==> src/rtl/ascon_block_packer.sv <==
// ASCON rate-block packer: bytes in, 64-bit big-endian padded blocks out.
// One output register; the byte side stalls while a block is pending.
module ascon_block_packer #(
  parameter bit         SKIP_EMPTY = 1'b1,
  parameter logic [7:0] PAD_BYTE   = 8'h80
) (
  input  logic        clk,
  input  logic        rst_n,
  input  logic        clr,
  input  logic        in_valid,
  output logic        in_ready,
  input  logic [7:0]  in_byte,
  input  logic        in_last,
  input  logic        in_empty,
  output logic        blk_valid,
  input  logic        blk_ready,
  output logic [63:0] blk_data,
  output logic        blk_last,
  output logic [3:0]  blk_nbytes,
  output logic        msg_done
);

  typedef enum logic [1:0] {
    FILL,
    EMIT,
    EMIT_PAD
  } state_t;

  localparam logic [63:0] PAD_BLK = {PAD_BYTE, 56'h0};

  state_t      state, state_n;
  logic [2:0]  cnt, cnt_n;
  logic [63:0] acc, acc_n;
  logic        pad_pend, pad_pend_n;
  logic [63:0] data_q, data_n;
  logic        last_q, last_n;
  logic [3:0]  nb_q, nb_n;
  logic        done_q, done_n;

  logic        take;
  logic        fin;
  logic        full;
  logic [63:0] ins;
  logic [63:0] acc_w;
  logic [63:0] pad_at;

  assign in_ready   = rst_n && (state == FILL);
  assign blk_valid  = (state != FILL);
  assign blk_data   = data_q;
  assign blk_last   = last_q;
  assign blk_nbytes = nb_q;
  assign msg_done   = done_q;

  assign take   = in_valid && in_ready;
  assign full   = (cnt == 3'd7);
  assign fin    = in_last || full;
  assign ins    = {in_byte, 56'h0} >> {cnt, 3'b000};
  assign acc_w  = acc | ins;
  // Only used when cnt < 7, so the wrapped shift is never selected.
  assign pad_at = PAD_BLK >> {cnt + 3'd1, 3'b000};

  always_comb begin
    state_n    = state;
    cnt_n      = cnt;
    acc_n      = acc;
    pad_pend_n = pad_pend;
    data_n     = data_q;
    last_n     = last_q;
    nb_n       = nb_q;
    done_n     = 1'b0;
    if (clr) begin
      state_n    = FILL;
      cnt_n      = 3'd0;
      acc_n      = 64'h0;
      pad_pend_n = 1'b0;
    end else begin
      unique case (state)
        FILL: begin
          if (take) begin
            unique case (1'b1)
              in_empty: begin
                if (SKIP_EMPTY) begin
                  done_n = 1'b1;
                end else begin
                  state_n = EMIT;
                  data_n  = PAD_BLK;
                  last_n  = 1'b1;
                  nb_n    = 4'd0;
                end
              end
              (!in_empty && fin): begin
                state_n    = EMIT;
                data_n     = full ? acc_w : (acc_w | pad_at);
                last_n     = in_last && !full;
                nb_n       = {1'b0, cnt} + 4'd1;
                pad_pend_n = in_last && full;
                acc_n      = 64'h0;
                cnt_n      = 3'd0;
              end
              (!in_empty && !fin): begin
                acc_n = acc_w;
                cnt_n = cnt + 3'd1;
              end
              default: ;
            endcase
          end
        end
        EMIT: begin
          if (blk_ready) begin
            if (pad_pend) begin
              state_n    = EMIT_PAD;
              pad_pend_n = 1'b0;
              data_n     = PAD_BLK;
              last_n     = 1'b1;
              nb_n       = 4'd0;
            end else begin
              state_n = FILL;
              done_n  = last_q;
            end
          end
        end
        EMIT_PAD: begin
          if (blk_ready) begin
            state_n = FILL;
            done_n  = 1'b1;
          end
        end
        default: state_n = FILL;
      endcase
    end
  end

  always_ff @(posedge clk or negedge rst_n) begin
    if (!rst_n) begin
      state    <= FILL;
      cnt      <= 3'd0;
      acc      <= 64'h0;
      pad_pend <= 1'b0;
      data_q   <= 64'h0;
      last_q   <= 1'b0;
      nb_q     <= 4'd0;
      done_q   <= 1'b0;
    end else begin
      state    <= state_n;
      cnt      <= cnt_n;
      acc      <= acc_n;
      pad_pend <= pad_pend_n;
      data_q   <= data_n;
      last_q   <= last_n;
      nb_q     <= nb_n;
      done_q   <= done_n;
    end
  end

endmodule
==> config.mk <==
export PLATFORM = sky130hd
export DESIGN_NAME = ascon_block_packer
export DESIGN_NICKNAME = d
export VERILOG_FILES = /design/src/rtl/ascon_block_packer.sv
export SDC_FILE = /design/constraint.sdc
export NUM_CORES = 1
export LEC_CHECK = 0
export CORE_AREA = 8 8 117 119
export CTS_CLUSTER_DIAMETER = 200
export CTS_CLUSTER_SIZE = 24
export DETAILED_ROUTE_END_ITERATION = 10
export DIE_AREA = 0 0 125 127
export PLACE_DENSITY = 0.85
export REMOVE_ABC_BUFFERS = 1
export SYNTH_ARGS = -nofsm -noshare
export SYNTH_HDL_FRONTEND = slang
export SYNTH_SLANG_ARGS = --single-unit
export TNS_END_PERCENT = 30
==> constraint.sdc <==
create_clock -name clk -period 2.4 [get_ports clk]
set_input_delay 0.36 -clock clk [delete_from_list [all_inputs] [get_ports clk]]
set_output_delay 0.36 -clock clk [all_outputs]
set_load 0.02 [all_outputs]
==> flow_metrics.tcl, run 1 <==
set metrics [dict create \
    path_depth 3 \
    fin_cells 810 \
    die_h_um 127 \
    reg2reg_depth 8 \
    grt_max_degree 74 \
    gp_congestion 0.766 \
    r2r_slack_ns 0.24 \
    htreeDepth 4 \
    synthArstFlopShare 1.00 \
    start_util 0.537 \
    ys_seq_area_frac 0.552 \
    drt_iter0_markers 408 \
    critPathBufInv 1 \
    cts_max_path_buffers 2 \
    drv_cap 0 \
    yosysTopAreaCell "dfrtp_1" \
    die_x_um 125 \
    status "completed" \
    area_delta_synth_final_pct 25.0 \
    dp_cells 778 \
    max_slew_margin 0.392 \
    grt_pass1_vias 5012 \
    path_clk_slew_ns 0.06 \
    ir_drop_v 0.000457 \
    rsz0062_at_grt "false" \
    path_cells "nor2_2 -> and2_1 -> clkdlybuf4s50_1" \
    fp.dieArea_sq_um 15900 \
    cp-end-kind "primary output" \
    rr_startpoint "cnt[0]$_DFFE_PN0P_" \
    cp_top_family "buffers and inverters" \
    cp_max_fo 9 \
    cts_tree "yes" \
    cp_data_required_time_ns 2.04 \
    grt_pass1_wl_um 25600 \
    total_power_mw 5.72 \
    synth.avg_cell_area_sq_um 10.8 \
    hold_buffers 0 \
    placed_area_sq_um 7290 \
    ys.flop_type "dfrtp_1" \
    wire_per_inst_um 18.8 \
    dr.pass1.iters 6 \
    setup_viol 0 \
    timing.fmax_mhz 435 \
    fin_setup_tns_ns 0 \
    portBuffers 86 \
    grt-ovfl-total 0 \
    hpwlAfterDp_um 9560 \
    antenna_cells 0 \
    vias_per_cell 5.93 \
    synth_edf_count 0 \
    drv_slew 0 \
    power-per-cell-area_nw_per_um2 722 \
    wl_um 15300 \
    synthCells 589 \
    synth_warnings 0 \
    setup.worst_path.class "flop to primary output" \
    syn_area_sq_um 6340 \
    fin_area_sq_um 7930 \
    clk_latency_ns 0.42 \
    clock-sinks 140 \
    cpPeakStageDelay_ns 0.60 \
    rr_endpoint "acc[32]$_DFFE_PN0P_" \
    synth_top_area_frac 0.552 \
    synth_area_leaders "dfrtp_1 (55%), mux2_2 (10%), nor2_1 (6.7%), a21oi_1 (5.4%), a31oi_1 (4.5%)" \
    fin_nets 671 \
    period_share 0.959 \
    crit_path_top_delay_cell "clkdlybuf4s50_1" \
    finalHoldViolCount 0 \
    drive_gt1_frac 0.196 \
    drtAntennaViolNets 0 \
    ys_ff_latch 140 \
    grt_util_all_layers 0.199 \
    rows 40 \
    root_buffer "clkbuf_16" \
    core-area_sq_um 11800 \
    tightest_slew_ns 0.912 \
    fin_crit_ns 2.30 \
    leakagePower_nw 3.75 \
    via_count 4801 \
    critPathArrivalTime_ns 1.94 \
    skew_ns 0.00712 \
    drc 0 \
    cts_made_buffers 17 \
    hold_path.class "input pin to asynchronous set/reset pin" \
    antenna_found_initial 0 \
    startpoint_type "flop" \
    pin_count 87 \
    fin_util 0.671 \
    yosysUniqueCellTypes 41 \
]
cells in the mapped netlist, types with 2 or more instances:
cell      instances
buf_2            29
a21oi_1          69
a221oi_1          6
ha_1              6
buf_4             4
and3_1            3
mux2_2           59
and3b_1           4
a31oi_1          46
nor2_1          113
nand3_1           8
clkbuf_1         24
dfrtp_1         140
buf_6             2
inv_1            15
clkbuf_2          2
a32o_1           11
nor2b_1           6
nor3b_2           3
mux2_4            9
nand2_1           8
o21ai_0           3
worst max path at each step:
stage                               startpoint                  endpoint  slack (ns)
final                     state[0]$_DFFE_PN0P_                  in_ready         0.1
after CTS                 state[0]$_DFFE_PN0P_                  in_ready       0.007
after floorplan             cnt[0]$_DFFE_PN0P_   blk_data[0]$_DFFE_PN0P_       -1.41
after global placement                 in_last  blk_data[36]$_DFFE_PN0P_        0.28
after detailed placement               in_last   blk_data[8]$_DFFE_PN0P_        0.23
after global routing      state[0]$_DFFE_PN0P_                  in_ready        0.02
kinds of logic (layout without fill, tap and decap cells):
logic type | count (synthesis) | count (layout) | share of synthesized area
compound gates | 145 | 145 | 0.141
fa+ha+maj | 6 | 6 | 0.0118
buf+inv | 76 | 150 | 0.0558
flops | 140 | 140 | 0.552
mux | 69 | 69 | 0.128
simple gates | 153 | 153 | 0.111
flip-flops by register name (all words and copies together) (netlist names):
name,cells
cnt,3
blk_last,1
state,2
blk_data,64
acc,64
blk_nbytes,4
msg_done,1
pad_pend,1
power by group:
group	leakage [nW]	total (mW)	switching, mW	internal (mW)
clock	0.304	2.80	1.02	1.77
combinational	1.51	0.471	0.274	0.197
sequential	1.93	2.45	0.0350	2.42
routing by layer:
metal | up-vias | global-route usage | share of wire
li1 | 2175 | - | -
met3 | 26 | 0.0624 | 0.062
met4 | 0 | 0.0731 | 0.018
met1 | 2441 | 0.237 | 0.42
met5 | - | 0 | 0
met2 | 159 | 0.333 | 0.50
cell usage in the layout, fill, tap and decap left out, types with 3 or more instances in the layout:
master,synthesis,layout
dfrtp_1,140,140
nor2_1,113,112
clkdlybuf4s50_1,0,85
a21oi_1,69,69
mux2_2,59,59
a31oi_1,46,46
clkbuf_16,0,17
inv_1,15,15
buf_4,4,13
a32o_1,11,11
mux2_4,9,9
nand2_1,8,8
nand3_1,8,8
a221oi_1,6,6
ha_1,6,6
nor2b_1,6,5
and3b_1,4,4
bufinv_16,0,4
buf_12,0,4
nor3b_2,3,3
o21ai_0,3,3
clkinv_4,0,3
worst reg2reg max path, stage by stage (launching register included):
cell and delay [ns]:
dfrtp_1 0.38, ha_1 0.22, ha_1 0.21, buf_4 0.16
nor3_1 0.24, and3_2 0.25, buf_12 0.26, nand3_1 0.14
a21oi_1 0.21
layout make-up:
| cell class | count | area [sq um] |
|---|---|---|
| clock inverters | 13 | 189 |
| well taps | 147 | 184 |
| repair buffers | 103 | 1040 |
| inverters | 15 | 56.3 |
| fillers | 860 | 3880 |
| clock buffers | 19 | 443 |
| flip-flops and latches | 140 | 3500 |
| multi-input cells | 373 | 2510 |
what timing repair did:
action,4_1_cts,5_1_grt
setup endpoints to repair,0,1
buffers inserted,0,0
hold endpoints to repair,0,0
gates resized for setup,0,1
through the flow:
| stage | hold WS (ns) | setup slack (ns) |
|---|---|---|
| 2_1_floorplan | 0.0644 | -1.41 |
| 3_3_place_gp | 0.466 | 0.284 |
| 3_5_place_dp | 0.483 | 0.226 |
| 4_1_cts | 0.173 | 0.00740 |
| 5_1_grt | 0.225 | 0.0204 |
| 6_report | 0.148 | 0.0995 |
No activity file was read; power rests on OpenSTA's default activity.
==> inputs of run 2 (changes only) <==
- CORE_AREA: 8 8 117 119 -> 8 8 115 117
- CTS_BUF_LIST: default -> sky130_fd_sc_hd__clkbuf_8
- DIE_AREA: 0 0 125 127 -> 0 0 123 125
- PLACE_DENSITY: 0.85 -> 0.87
==> run 2 against run 1 <==
Net effect:
- flip-flop and latch count stayed put
- sequential power about the same
- design area down 3.3%
- setup slack improved by 0.034 ns
- global-route usage rose by 0.19 points
- critical path depth unchanged
- final cell count down 0.49%
- sequential share of layout area grew 1.5 points
- power decreased by 18%
- fmax rose by 1.5%
- via count is 1.7% lower
- critical path type unchanged
- largest cell class unchanged
==> flow_metrics.tcl, run 2 (synthesis results as in run 1) <==
set metrics [dict create \
    status "completed" \
    start_util 0.546 \
    dp_cells 775 \
    antenna_cells 0 \
    fin_crit_ns 2.27 \
    critPathArrivalTime_ns 1.91 \
    finalHoldViolCount 0 \
    rr_startpoint "cnt[1]$_DFFE_PN0P_" \
    drtAntennaViolNets 0 \
    antenna_found_initial 0 \
    internal_power_mw 3.50 \
    startpoint_type "flop" \
    reg2reg_depth 8 \
    clock-sinks 140 \
    cpPeakStageDelay_ns 0.60 \
    p_sw_frac 0.255 \
    drt_iter0_markers 348 \
    fp.dieArea_sq_um 15400 \
    ir_drop_v 0.000387 \
    via_count 4718 \
    portBuffers 86 \
    wl_um 14800 \
    cp_data_required_time_ns 2.04 \
    grt_max_degree 141 \
    cts_made_buffers 17 \
    postCtsSetupRepairBufs 0 \
    drive_gt1_frac 0.191 \
    leakagePower_nw 3.62 \
    total_power_mw 4.70 \
    critPathBufInv 1 \
    layout_commonest_cell "dfrtp_1" \
    grt_pass1_vias 4918 \
    final_cell_mix "dfrtp_1 (140), nor2_1 (112), clkdlybuf4s50_1 (85)" \
    r2r_slack_ns 0.24 \
    cts_tree "yes" \
    clkPwrFrac 0.378 \
    core-area_sq_um 11600 \
    power-per-cell-area_nw_per_um2 613 \
    path_clk_slew_ns 0.08 \
    timing.fmax_mhz 441 \
    crit_path_top_delay_cell "clkdlybuf4s50_1" \
    grt_util_all_layers 0.201 \
    max_slew_margin 0.482 \
    rr_endpoint "acc[33]$_DFFE_PN0P_" \
    clk_latency_ns 0.45 \
    die_x_um 123 \
    gp_congestion 0.773 \
    power_frac_seq 0.522 \
    pin_count 87 \
    rows 40 \
    cp_max_fo 9 \
    area_delta_synth_final_pct 20.8 \
    p_sw_mw 1.20 \
    drv_cap 0 \
    cp-end-kind "primary output" \
    wire_per_inst_um 18.4 \
    rsz0062_at_grt "false" \
    setup.worst_path.class "flop to primary output" \
    hpwlAfterDp_um 9410 \
    path_cells "nor2_4 -> and2_1 -> clkdlybuf4s50_1" \
    vias_per_cell 5.85 \
    skew_ns 0.0112 \
    grt-ovfl-total 0 \
    setup_viol 0 \
    period_share 0.944 \
    cts_max_path_buffers 2 \
    grt_pass1_wl_um 24700 \
    root_buffer "clkbuf_8" \
    hold_path.class "input pin to asynchronous set/reset pin" \
    drv_slew 0 \
    combPwrFrac 0.100 \
    dr.pass1.iters 4 \
    fin_cells 806 \
    tightest_slew_ns 0.777 \
    fin_nets 668 \
    cp_top_family "buffers and inverters" \
    die_h_um 125 \
    num-fill-cells 887 \
    drc 0 \
    htreeDepth 4 \
]
run 2: cell count changes in the layout (fill, tap and decap cells not counted):
cell        before  now
clkinv_2         2    3
clkbuf_16       17    0
clkbuf_1         1    0
nor2_2           2    1
nor2_4           0    1
clkbuf_8         1   20
bufinv_16        4    1
inv_1           15   16
buf_4           13    9
buf_12           4    5
inv_6            2    0
clkinv_4         3    2
clkinvlp_4       2    4
run 2: cell type report:
| type | count | area (sq um) | area share |
|---|---|---|---|
| Tap cell | 147 | 184 | 0.0240 |
| Clock inverter | 11 | 96.3 | 0.0126 |
| Sequential cell | 140 | 3500 | 0.457 |
| Inverter | 15 | 56.3 | 0.00735 |
| Clock buffer | 20 | 275 | 0.0359 |
| Timing Repair Buffer | 100 | 1030 | 0.134 |
| Multi-Input combinational cell | 373 | 2520 | 0.328 |
run 2: what timing repair did:
item | 4_1_cts | 5_1_grt
hold buffers | 0 | 0
resized for setup | 1 | 1
endpoints found under the setup margin | 1 | 1
endpoints found under the hold margin | 0 | 0
run 2: power groups by stage:
stage                     combinational (mW)  clock, mW  sequential [mW]
final                                  0.469       1.78             2.45
after global routing                   0.504       1.90             2.46
after global placement                 0.459          0             2.50
after detailed placement               0.471          0             2.50
after floorplan                        0.127          0             2.56
after CTS                              0.473       1.80             2.45
run 2: worst max path at each step:
stage | slack (ns) | startpoint | endpoint | cells after the start
final | 0.13 | state[0]$_DFFE_PN0P_ | in_ready | 3
after global routing | 0.02 | state[0]$_DFFE_PN0P_ | in_ready | 3
after CTS | 0.05 | state[0]$_DFFE_PN0P_ | in_ready | 3
after detailed placement | 0.24 | in_last | blk_data[4]$_DFFE_PN0P_ | 6
after global placement | 0.28 | in_last | blk_data[33]$_DFFE_PN0P_ | 6
after floorplan | -1.41 | cnt[0]$_DFFE_PN0P_ | blk_data[0]$_DFFE_PN0P_ | 6
run 2: metal layers:
layer  global-route usage  vias up  part of all wire
met5                    0        -                 0
met4               0.0858        0             0.019
met3               0.0482       22             0.062
met2                0.327      147              0.51
met1                0.248     2383              0.41
li1                     -     2166                 -
run 2: stage by stage:
stage / hold WS (ns) / util / cell area, sq um / worst slack (ns) / setup TNS, ns
after detailed placement: 0.480 / 0.627 / 7280 / 0.235 / 0
after global placement: 0.471 / 0.627 / 7280 / 0.281 / 0
after global routing: 0.115 / 0.660 / 7660 / 0.0217 / 0
final: 0.0202 / 0.660 / 7660 / 0.134 / 0
after CTS: 0.0920 / 0.659 / 7660 / 0.0535 / 0
after floorplan: 0.0644 / - / 6040 / -1.41 / -122.59
